===== src/rtl/mips_mem_pkg.sv =====
// Shared types and constants for the unified-memory port arbiter.
package mips_mem_pkg;

    localparam int DEF_AW = 32;
    localparam int DEF_DW = 32;

    // Which requester an IDLE-state decision selected.
    localparam logic GRANT_IF = 1'b0;
    localparam logic GRANT_D  = 1'b1;

    typedef enum logic [2:0] {
        ST_IDLE,
        ST_BUSY_IF,
        ST_BUSY_D,
        ST_RESP_IF,
        ST_RESP_D
    } arb_state_t;

endpackage


===== src/rtl/mem_port_arbiter_if.sv =====
// Bundle of the fetch port, data port and memory port around the arbiter.
// slave: the arbiter's view. master: the pipeline/memory environment's view.
interface mem_port_arbiter_if
    import mips_mem_pkg::*;
#(
    parameter int AW = DEF_AW,
    parameter int DW = DEF_DW
) ();

    logic          if_req;
    logic [AW-1:0] if_addr;
    logic [DW-1:0] if_rdata;
    logic          if_ready;

    logic          d_req;
    logic          d_we;
    logic [AW-1:0] d_addr;
    logic [DW-1:0] d_wdata;
    logic [DW-1:0] d_rdata;
    logic          d_ready;

    logic          mem_req;
    logic          mem_we;
    logic [AW-1:0] mem_addr;
    logic [DW-1:0] mem_wdata;
    logic [DW-1:0] mem_rdata;
    logic          mem_ack;

    logic          bus_err;

    modport slave (
        input  if_req, if_addr, d_req, d_we, d_addr, d_wdata, mem_rdata, mem_ack,
        output if_rdata, if_ready, d_rdata, d_ready,
        output mem_req, mem_we, mem_addr, mem_wdata, bus_err
    );

    modport master (
        output if_req, if_addr, d_req, d_we, d_addr, d_wdata, mem_rdata, mem_ack,
        input  if_rdata, if_ready, d_rdata, d_ready,
        input  mem_req, mem_we, mem_addr, mem_wdata, bus_err
    );

endinterface


===== src/rtl/mem_arb_timer.sv =====
// Wait-cycle counter with a timeout compare. Cleared when an access is
// launched, counts busy cycles without an ack, and flags the last allowed
// cycle. TIMEOUT of 0 means the access may wait forever.
module mem_arb_timer #(
    parameter int TIMEOUT = 16
) (
    input  logic clk,
    input  logic reset,
    input  logic clr,
    input  logic en,
    input  logic ack,
    output logic expired
);

    localparam int CW = (TIMEOUT > 1) ? $clog2(TIMEOUT) : 1;

    logic [CW-1:0] count_reg;

    // Count waiting cycles; saturate so a disabled timeout never wraps.
    always_ff @(posedge clk) begin
        if (reset || clr) begin
            count_reg <= '0;
        end else if (en && !ack && (count_reg != {CW{1'b1}})) begin
            count_reg <= count_reg + 1'b1;
        end
    end

    generate
        if (TIMEOUT == 0) begin : g_no_timeout
            assign expired = 1'b0;
        end else begin : g_timeout
            assign expired = en && !ack && (count_reg == CW'(TIMEOUT - 1));
        end
    endgenerate

endmodule


===== src/rtl/mem_port_arbiter.sv =====
// Arbitrates one single-ported variable-latency memory between the fetch and
// data ports. One access at a time: IDLE -> BUSY_x -> RESP_x -> IDLE, with a
// data-streak limit so fetch cannot starve and a timeout for a dead memory.
module mem_port_arbiter
    import mips_mem_pkg::*;
#(
    parameter int AW           = DEF_AW,
    parameter int DW           = DEF_DW,
    parameter int MAX_D_STREAK = 4,
    parameter int TIMEOUT      = 16
) (
    input  logic               clk,
    input  logic               reset,
    mem_port_arbiter_if.slave  bus
);

    localparam int SW = (MAX_D_STREAK > 0) ? $clog2(MAX_D_STREAK + 1) : 1;

    arb_state_t    state_reg, state_next;
    logic [SW-1:0] d_streak_reg;
    logic [AW-1:0] mem_addr_reg;
    logic          mem_we_reg;
    logic [DW-1:0] mem_wdata_reg;
    logic [DW-1:0] if_rdata_reg;
    logic [DW-1:0] d_rdata_reg;
    logic          err_reg;

    logic grant;
    logic grant_valid;
    logic busy;
    logic done;
    logic expired;
    logic streak_full;

    assign busy        = (state_reg == ST_BUSY_IF) || (state_reg == ST_BUSY_D);
    assign done        = busy && (bus.mem_ack || expired);
    assign streak_full = (d_streak_reg == SW'(MAX_D_STREAK));

    mem_arb_timer #(.TIMEOUT(TIMEOUT)) u_timer (
        .clk     (clk),
        .reset   (reset),
        .clr     (grant_valid),
        .en      (busy),
        .ack     (bus.mem_ack),
        .expired (expired)
    );

    // Next-state and grant decision; arbitration happens only in IDLE.
    always_comb begin
        state_next  = state_reg;
        grant       = GRANT_D;
        grant_valid = 1'b0;
        unique case (state_reg)
            ST_IDLE: begin
                if (bus.d_req || bus.if_req) begin
                    grant_valid = 1'b1;
                    if (bus.d_req && !(bus.if_req && streak_full)) begin
                        grant = GRANT_D;
                    end else begin
                        grant = GRANT_IF;
                    end
                    state_next = (grant == GRANT_D) ? ST_BUSY_D : ST_BUSY_IF;
                end
            end
            ST_BUSY_IF: if (done) state_next = ST_RESP_IF;
            ST_BUSY_D:  if (done) state_next = ST_RESP_D;
            ST_RESP_IF: state_next = ST_IDLE;
            ST_RESP_D:  state_next = ST_IDLE;
            default:    state_next = ST_IDLE;
        endcase
    end

    // State register; reset abandons any access in flight.
    always_ff @(posedge clk) begin
        if (reset) state_reg <= ST_IDLE;
        else       state_reg <= state_next;
    end

    // Latch the granted request and capture (or zero) the returned data.
    always_ff @(posedge clk) begin
        if (reset) begin
            mem_addr_reg  <= '0;
            mem_we_reg    <= 1'b0;
            mem_wdata_reg <= '0;
            if_rdata_reg  <= '0;
            d_rdata_reg   <= '0;
            err_reg       <= 1'b0;
        end else begin
            if (grant_valid) begin
                mem_addr_reg  <= (grant == GRANT_D) ? bus.d_addr : bus.if_addr;
                mem_we_reg    <= (grant == GRANT_D) && bus.d_we;
                mem_wdata_reg <= (grant == GRANT_D) ? bus.d_wdata : '0;
                err_reg       <= 1'b0;
            end
            if (done) begin
                // Ack wins over a coincident expiry, so err only on a real timeout.
                err_reg <= !bus.mem_ack;
                if (state_reg == ST_BUSY_IF) begin
                    if_rdata_reg <= bus.mem_ack ? bus.mem_rdata : '0;
                end else if (!mem_we_reg) begin
                    d_rdata_reg <= bus.mem_ack ? bus.mem_rdata : '0;
                end
            end
        end
    end

    // Data-streak counter: counts data grants that kept a waiting fetch out.
    always_ff @(posedge clk) begin
        if (reset) begin
            d_streak_reg <= '0;
        end else if (state_reg == ST_IDLE) begin
            if (!bus.if_req || (grant_valid && grant == GRANT_IF)) begin
                d_streak_reg <= '0;
            end else if (grant_valid && !streak_full) begin
                d_streak_reg <= d_streak_reg + 1'b1;
            end
        end
    end

    assign bus.mem_req   = busy;
    assign bus.mem_we    = mem_we_reg;
    assign bus.mem_addr  = mem_addr_reg;
    assign bus.mem_wdata = mem_wdata_reg;
    assign bus.if_rdata  = if_rdata_reg;
    assign bus.d_rdata   = d_rdata_reg;
    assign bus.if_ready  = (state_reg == ST_RESP_IF);
    assign bus.d_ready   = (state_reg == ST_RESP_D);
    assign bus.bus_err   = err_reg && ((state_reg == ST_RESP_IF) || (state_reg == ST_RESP_D));

endmodule


===== src/flat_wrapper.sv =====
// flat-port wrapper written by rule: the top's interface ports become plain ports
module mem_port_arbiter_flat import mips_mem_pkg::*;
#(
    parameter int AW           = DEF_AW,
    parameter int DW           = DEF_DW,
    parameter int MAX_D_STREAK = 4,
    parameter int TIMEOUT      = 16
)
  (clk, reset, bus_if_req, bus_if_addr, bus_d_req, bus_d_we, bus_d_addr, bus_d_wdata, bus_mem_rdata, bus_mem_ack, bus_if_rdata, bus_if_ready, bus_d_rdata, bus_d_ready, bus_mem_req, bus_mem_we, bus_mem_addr, bus_mem_wdata, bus_bus_err);
  mem_port_arbiter_if #(.AW(AW), .DW(DW)) bus_i ();
  input  logic clk;
  input  logic reset;
  input wire logic [$bits(bus_i.if_req)-1:0] bus_if_req;
  input wire logic [$bits(bus_i.if_addr)-1:0] bus_if_addr;
  input wire logic [$bits(bus_i.d_req)-1:0] bus_d_req;
  input wire logic [$bits(bus_i.d_we)-1:0] bus_d_we;
  input wire logic [$bits(bus_i.d_addr)-1:0] bus_d_addr;
  input wire logic [$bits(bus_i.d_wdata)-1:0] bus_d_wdata;
  input wire logic [$bits(bus_i.mem_rdata)-1:0] bus_mem_rdata;
  input wire logic [$bits(bus_i.mem_ack)-1:0] bus_mem_ack;
  output wire logic [$bits(bus_i.if_rdata)-1:0] bus_if_rdata;
  output wire logic [$bits(bus_i.if_ready)-1:0] bus_if_ready;
  output wire logic [$bits(bus_i.d_rdata)-1:0] bus_d_rdata;
  output wire logic [$bits(bus_i.d_ready)-1:0] bus_d_ready;
  output wire logic [$bits(bus_i.mem_req)-1:0] bus_mem_req;
  output wire logic [$bits(bus_i.mem_we)-1:0] bus_mem_we;
  output wire logic [$bits(bus_i.mem_addr)-1:0] bus_mem_addr;
  output wire logic [$bits(bus_i.mem_wdata)-1:0] bus_mem_wdata;
  output wire logic [$bits(bus_i.bus_err)-1:0] bus_bus_err;
  assign bus_i.if_req = bus_if_req;
  assign bus_i.if_addr = bus_if_addr;
  assign bus_i.d_req = bus_d_req;
  assign bus_i.d_we = bus_d_we;
  assign bus_i.d_addr = bus_d_addr;
  assign bus_i.d_wdata = bus_d_wdata;
  assign bus_i.mem_rdata = bus_mem_rdata;
  assign bus_i.mem_ack = bus_mem_ack;
  assign bus_if_rdata = bus_i.if_rdata;
  assign bus_if_ready = bus_i.if_ready;
  assign bus_d_rdata = bus_i.d_rdata;
  assign bus_d_ready = bus_i.d_ready;
  assign bus_mem_req = bus_i.mem_req;
  assign bus_mem_we = bus_i.mem_we;
  assign bus_mem_addr = bus_i.mem_addr;
  assign bus_mem_wdata = bus_i.mem_wdata;
  assign bus_bus_err = bus_i.bus_err;
  mem_port_arbiter #(.AW(AW), .DW(DW), .MAX_D_STREAK(MAX_D_STREAK), .TIMEOUT(TIMEOUT)) u_core (.clk(clk), .reset(reset), .bus(bus_i));
endmodule

===== config.mk =====
export PLATFORM = sky130hd
export DESIGN_NAME = mem_port_arbiter_flat
export DESIGN_NICKNAME = d
export VERILOG_FILES = /design/src/rtl/mips_mem_pkg.sv /design/src/rtl/mem_port_arbiter_if.sv /design/src/rtl/mem_arb_timer.sv /design/src/rtl/mem_port_arbiter.sv /design/src/flat_wrapper.sv
export SDC_FILE = /design/constraint.sdc
export NUM_CORES = 1
export LEC_CHECK = 0
export CORE_MARGIN = 3
export CORE_UTILIZATION = 40
export CTS_CLUSTER_DIAMETER = 150
export DETAILED_ROUTE_END_ITERATION = 6
export HOLD_SLACK_MARGIN = 0.08
export MAX_ROUTING_LAYER = met4
export PLACE_DENSITY = 0.8
export SYNTH_ARGS = -nofsm -noshare
export SYNTH_HDL_FRONTEND = slang
export SYNTH_SLANG_ARGS = --single-unit

===== constraint.sdc =====
create_clock -name clk -period 4.8 [get_ports clk]
set_input_delay 0.72 -clock clk [delete_from_list [all_inputs] [get_ports clk]]
set_output_delay 0.72 -clock clk [all_outputs]
set_load 0.03 [all_outputs]

# == After elaboration in Yosys (flattened, before gate mapping) ==
# Index checks and enable logic that the tools add are counted.
# op_classes
add_sub_neg,2
n_eq_ne,10
muxes,19
n_bitwise,3
n_reduce_logical,27
# ops
operator,n
$mux 32,3
$mux 3,5
$logic_and 1x1->1,10
$mux 1,9
$pmux 3 s3,1
$eq 3x2->1 const B,2
$eq 3x3->1 const B,2
$logic_or 1x1->1,6
$ne 2x1->1 const B,3
$reduce_and 3->1,2
$add 4x1->4 const B,1
$eq 4x4->1 const B,1
$logic_not 1->1,4
$ne 4x4->1 const B,1
$reduce_and 2->1,2
$reduce_bool 2->1,2
$add 3x1->3 const B,1
$eq 3x1->1 const B,1
$logic_not 3->1,1
$not 1->1,3
$mux 2,1
# totals
reg_bits,140
in_bits,134
out_inout_bits,133

# == Depth between registers and ports, before layout ==
# Gate-level depths: netlist of run 1.
# depth
ltp_word,14
ltp_mapped,6
mapped_depth_nobuf,5

# == By module ==
# From an unflattened synthesis of run 1, not the netlist that was laid out.
# unflattened
hier_cells,719
area_unflattened_um2,5982.0
# modules_own_cells
module,n_inst,cells_each,area_per_inst_um2,seq_area_each_um2
mem_port_arbiter,1,695,5741.8,2722.6
mem_arb_timer,1,24,240.2,80.1

# == Worst setup path after synthesis of run 1 ==
# No wires, ideal clock.
# synth_path
kind,flip-flop to output port
start,register u_core.state_reg[2]
end,output port bus_bus_err
t_arrival_ns,1.902
required_time_ns,4.080
setup_slack_ns,2.178
path_stages_with_launch,5
n_path_buf,1
path_cell_list,dfxtp_1 > buf_1 > inv_1 > nor3_1 > o21a_1
# synth_via
elab_chain_cells,3
elab_cells_between_ends,4
# synth_lines
element,line_no,text
from (decl),mem_port_arbiter.sv:19,"arb_state_t state_reg, state_next;"
from (signal assigned),mem_port_arbiter.sv:76,else state_reg <= state_next;
$eq 3x3->1,--,
via bus_d_ready,flat_wrapper.sv:24,output wire logic [$bits(bus_i.d_ready)-1:0] bus_d_ready;
$logic_or 1x1->1,mem_port_arbiter.sv:128,assign bus.bus_err = err_reg && ((state_reg == ST_RESP_IF) || (state_reg == ST_RESP_D));
$logic_and 1x1->1,mem_port_arbiter.sv:128,
to (decl),flat_wrapper.sv:29,output wire logic [$bits(bus_i.bus_err)-1:0] bus_bus_err;
# The timed path passes the listed nets, and every way through them passes these cells.

# == Worst setup path in the final report of run 1 ==
# layout_path
start,register u_core.state_reg[2]
end,output port bus_bus_err
# layout_via
elab_chain_cells,3
elab_cells_between_ends,4
# layout_lines
element,line_no
$eq 3x2->1 or $eq 3x3->1 (tied branches),mem_port_arbiter.sv:128
$logic_or 1x1->1 *,mem_port_arbiter.sv:128
$logic_and 1x1->1 *,mem_port_arbiter.sv:128
# Mark *: on every way between the ends. The rest lies on a longest branch, timed or not.

==> run summary, run 1 <==
run status - completed
Yosys reg bits - 140
met2 wire len - 8850 um
mean post-synth cell area - 10.7 um^2
Max-Cap Viols - 0
CTS tree - yes
antenna violations before repair - 0
Max Slew Vio Count - 0
fin nets - 872
Power Total - 3.36 mW
gr ovfl total - 0
number of setup buffers added after CTS - 0
Bufs and invs on worst path - 2
Worst Path Max Fanout - 14
row count - 41
Worst Hold Class - flip-flop to flip-flop
sequential standard cell area - 2800 um^2
Cell Area, Placed - 7960 um^2
Reg2Reg Setup Slack - 2.29 ns
slowest CP cell - clkdlybuf4s50_1
RSZ-0062 raised after global routing - no
die height - 121 um
clock root cell - clkbuf_16
Total Routing Usage GR - 0.251
Placed Instances - 888
area of the multi-input gates - 2190 um^2
clk_skew - 0.00888 ns
Iter 0 DRT Violations - 413
Hold Crit Depth - 2
synth unique cells - 44
routed length on met3 - 2070 um
die width - 121 um
crit path DAT - 2.34 ns
Layout area overhead - 64.1%
worst-margin pin slew - 1.17 ns
Die ar. - 14500 um^2
delay-heaviest family, CP - buffers and inverters
shortest period the worst path allows - 3.06 ns
Startpoint Class - flip-flop
# port buffers - 266
Reg clk slew, reported paths - 0.06 ns
Num CTS Buffers - 17
Finished Cell Area - 8620 um^2
kind of critical path - flip-flop to output pin
latest clock arrival within the worst-skew pair - 0.42 ns
hold buffer count at CTS - 0
Synthesis Warnings - 0
end-of-flow core utilization - 0.677
wire length on met1 - 7090 um
post-CTS sizing - 0
Max IR drop VDD - 0.227 mV
Vias - 5130
total core area - 12700 um^2
Syn Std Cell Area - 5250 um^2
ratio of cells with drive above 1 in the final layout - 0.0655
Ports - 267
first-pass GRT wire length - 28000 um
post-synth net total - 629
Reg2Reg Launch Point - u_core.state_reg[2]
fill count - 990
Fin. Hold Viols - 0
# diodes - 0
Non-Filler Instances - 920
starting density of the core - 0.413
max incr delay on CP - 0.66 ns
clock sink count - 140
final setup fails - 0
Place WS - 1.62 ns
H-Tree Depth - 4
Routed Antenna Nets - 0
fin worst setup slack - 1.74 ns
largest net degree at the start of global routing - 44
Cells after Synth - 492
P per Cell Area - 389 nW/um^2
DR vias/cell - 5.58
hold path endpoint - u_core.bus.d_rdata[29]
f_max - 327 MHz
Max Root-Sink Buffers - 2
HPWL Detailed - 12700 um
Hold Slack - 0.476 ns
R2R Path End - u_core.bus.mem_wdata[23]
RePlAce Congestion - 0.808
crit end category - output pin
Routed WL - 18200 um
Data required, critical path - 4.08 ns
hold_sp - u_core.bus.d_rdata[29]
Post-route DRC - 0
slew margin rel. - 0.217
Leak - 3.19 nW
Wirelength per Cell - 19.7 um
drt pass-1 iters - 5
max layer used - met4
worst path cell trace - inv_1 -> nor3_1 -> o21a_1 -> clkdlybuf4s50_1
R2R cell count - 4
sequential element share of the synthesized area - 0.534
Tcrit/Tclk final - 0.637
setup TNS - 0 ns
vias in the first global route - 5133
-- cells in the final DEF (no fill, tap or decap), types with 4 or more instances in the layout --
master	count
a22o_1	65
nor2b_1	4
bufinv_16	5
clkdlybuf4s50_1	266
nor2_1	6
nand2_1	7
o21ai_0	38
a21oi_1	36
dfxtp_1	140
nand4_1	5
inv_1	4
nand3_1	34
a221o_1	31
clkbuf_16	17
nor4bb_1	31
buf_4	10
-- cell type report --
class | count | share of cell area
Clock buffer | 20 | 0.0518
Timing Repair Buffer | 276 | 0.318
Sequential cell | 140 | 0.325
Multi-Input combinational cell | 296 | 0.254
Clock inverter | 12 | 0.0244
Inverter | 4 | 0.00174
Tap cell | 172 | 0.0250
-- cells in the mapped netlist (all sizes together) --
library cell    n  area [um^2]
and4            1         8.76
buf            14          124
nor4            1         6.26
nor4bb         31          310
a21boi          1         7.51
xor2            1         8.76
nor3b           1         7.51
a21oi          37          185
inv             4         15.0
a221oi          1         8.76
o21ai          38          190
dfxtp         140         2800
a31o            1         8.76
o22ai           1         6.26
and4b           1         10.0
or3             1         6.26
ha              3         37.5
o21ba           1         10.0
nor2b           4         25.0
or4             2         18.8
nor2            6         22.5
a31oi           2         12.5
nor3            4         31.3
o21bai          1         7.51
o31ai           2         15.0
nand4b          1         8.76
o21a            2         15.0
nand2           7         26.3
nor4b           1         15.0
nand4           5         31.3
xnor2           1         8.76
and3            3         18.8
and3b           1         8.76
clkbuf         38          143
a221o          31          310
or4b            1         10.0
a22o           65          569
mux2i           2         20.0
nand3          34          170
a32o            1         10.0
-- metal layers --
metal | GRT usage | vias up
met3 | 0.110 | 16
met2 | 0.404 | 242
met5 | - | -
met1 | 0.292 | 2483
met4 | 0.0545 | 0
li1 | - | 2389
-- where the power goes --
| group | total (mW) | internal [mW] | leakage [nW] | switching (mW) |
|---|---|---|---|---|
| logic | 0.615 | 0.289 | 1.72 | 0.327 |
| clock network | 1.46 | 0.945 | 0.321 | 0.515 |
| registers | 1.28 | 1.23 | 1.14 | 0.0467 |
-- worst min-delay path, cell delays in order, from the launching register on --
cell and delay [ns]:
dfxtp_1 0.30, o21ai_0 0.06, a21oi_1 0.06
-- kinds of logic after synthesis --
logic type               count (synthesis)  share of synthesized area
AO/OA/AOI/OAI                          184                      0.258
multiplexers                             2                    0.00381
AND/OR/NAND/NOR                        105                      0.140
buffers and inverters                   56                     0.0536
flip-flops                             140                      0.534
adder cells (fa/ha/maj)                  3                    0.00715
XOR/XNOR                                 2                    0.00334
-- worst max path at each step --
| stage | depth (start not counted) | endpoint | slack [ns] | from |
|---|---|---|---|---|
| finish | 4 | bus_bus_err | 1.74 | u_core.state_reg[2] |
| global route | 4 | bus_bus_err | 1.59 | u_core.state_reg[2] |
| CTS | 4 | bus_bus_err | 1.72 | u_core.state_reg[2] |
| detailed placement | 6 | u_core.bus.mem_wdata[23] | 1.62 | bus_if_req |
| global placement | 6 | u_core.bus.mem_wdata[24] | 1.69 | bus_if_req |
| floorplan | 4 | bus_bus_err | 2.18 | u_core.state_reg[2] |
(Power assumes the default switching activity.)
==> inputs of run 2 (changes only) <==
- clock period: 4.8 -> 3.1 ns (I/O delays scaled with it)
==> run summary, run 2 (synthesis gave the netlist of run 1 again) <==
run status - completed
hold buffer count at CTS - 0
R2R cell count - 3
fin nets - 871
worst-margin pin slew - 1.22 ns
Worst Path Max Fanout - 14
commonest non-fill, non-tap cell in the layout - clkdlybuf4s50_1
row count - 41
total core area - 12700 um^2
Hold Crit Depth - 1
vias in the first global route - 5176
clock sink count - 140
H-Tree Depth - 4
Max IR drop VDD - 0.343 mV
Bufs and invs on worst path - 2
Max Root-Sink Buffers - 2
Reg2Reg Launch Point - u_core.state_reg[0]
HPWL Detailed - 12600 um
starting density of the core - 0.413
kind of critical path - flip-flop to output pin
Cell Area, Placed - 7980 um^2
number of setup buffers added after CTS - 0
Leak - 3.12 nW
worst path cell trace - inv_1 -> nor3_1 -> o21a_1 -> clkdlybuf4s50_1
Finished Cell Area - 8520 um^2
slowest CP cell - clkdlybuf4s50_1
Max Slew Vio Count - 0
Worst Setup SP - u_core.state_reg[2]
DR vias/cell - 5.57
Routed WL - 17800 um
worst setup path endpoint - bus_bus_err
RePlAce Congestion - 0.847
CTS tree - yes
Layout area overhead - 62.3%
crit path DAT - 2.28 ns
most frequent cells in the layout - clkdlybuf4s50_1, dfxtp_1, a22o_1, o21ai_0, a21oi_1
Die ar. - 14500 um^2
drt pass-1 iters - 5
Data required, critical path - 2.63 ns
clk_skew - 0.00881 ns
Total Routing Usage GR - 0.245
# diodes - 0
max incr delay on CP - 0.66 ns
clock root cell - clkbuf_16
final setup fails - 0
largest net degree at the start of global routing - 66
Ports - 267
Startpoint Class - flip-flop
crit end category - output pin
Routed Antenna Nets - 0
shortest period the worst path allows - 2.75 ns
delay-heaviest family, CP - buffers and inverters
Iter 0 DRT Violations - 340
# port buffers - 266
Worst Hold Class - flip-flop to flip-flop
Reg clk slew, reported paths - 0.06 ns
setup TNS - 0 ns
ratio of cells with drive above 1 in the final layout - 0.0656
Tcrit/Tclk final - 0.886
Num CTS Buffers - 17
post-CTS sizing - 0
Vias - 5115
antenna violations before repair - 0
R2R Path End - u_core.bus.if_rdata[29]
die height - 121 um
RSZ-0062 raised after global routing - no
P per Cell Area - 564 nW/um^2
first-pass GRT wire length - 27600 um
gr ovfl total - 0
Max-Cap Viols - 0
slew margin rel. - 0.186
Crit. path cell count - 4
Power Total - 4.81 mW
die width - 121 um
f_max - 364 MHz
Reg2Reg Setup Slack - 0.73 ns
Fin. Hold Viols - 0
Wirelength per Cell - 19.4 um
Post-route DRC - 0
latest clock arrival within the worst-skew pair - 0.41 ns
[run 2: cell count changes in the layout (fill, tap and decap cells not counted), sizes merged]
cell	before	now
clkinv	4	3
bufinv	5	0
clkinvlp	0	6
buf	10	9
[run 2: final cells by class]
class	count	area (um^2)
tap	172	215
multi-input combinational	296	2190
sequential	140	2800
clock inverter	12	90.1
inverter	4	15.0
timing repair buffer	275	2760
fill	1002	4200
clock buffer	20	457
[run 2: worst min path at each step]
stage / to / start / slack [ns]
detailed placement: u_core.bus.if_rdata[6] / u_core.bus.if_rdata[6] / 0.46
floorplan: u_core.d_streak_reg[1] / u_core.d_streak_reg[1] / 0.45
global route: u_core.bus.mem_addr[31] / u_core.bus.mem_addr[31] / 0.49
CTS: u_core.d_streak_reg[1] / u_core.d_streak_reg[1] / 0.48
global placement: u_core.d_streak_reg[1] / u_core.d_streak_reg[1] / 0.46
finish: u_core.bus.mem_addr[31] / u_core.bus.mem_addr[31] / 0.47
[run 2: power by group]
group / switching, mW / internal [mW] / leakage [nW] / total, mW
Sequential: 0.0697 / 1.91 / 1.14 / 1.98
Combinational: 0.504 / 0.450 / 1.73 / 0.953
Clock: 0.803 / 1.07 / 0.251 / 1.87
Total: 1.38 / 3.43 / 3.12 / 4.81
[run 2: per-layer routing]
layer,vias to the layer above,GRT usage,share of wire
met5,-,-,0
met1,2454,0.289,0.40
met4,0,0.0708,0.014
met2,251,0.396,0.48
li1,2388,-,-
met3,22,0.0907,0.10
[run 2: metrics by stage]
stage                     instances  utilization  setup slack, ns  hold slack (ns)
after detailed placement        887        0.627            0.643            0.460
final                           919        0.670            0.355            0.472
after floorplan                 492            -            0.733            0.449
after CTS                       919        0.670            0.323            0.477
after global routing            919        0.670            0.207            0.491
after global placement          887        0.627            0.706            0.457
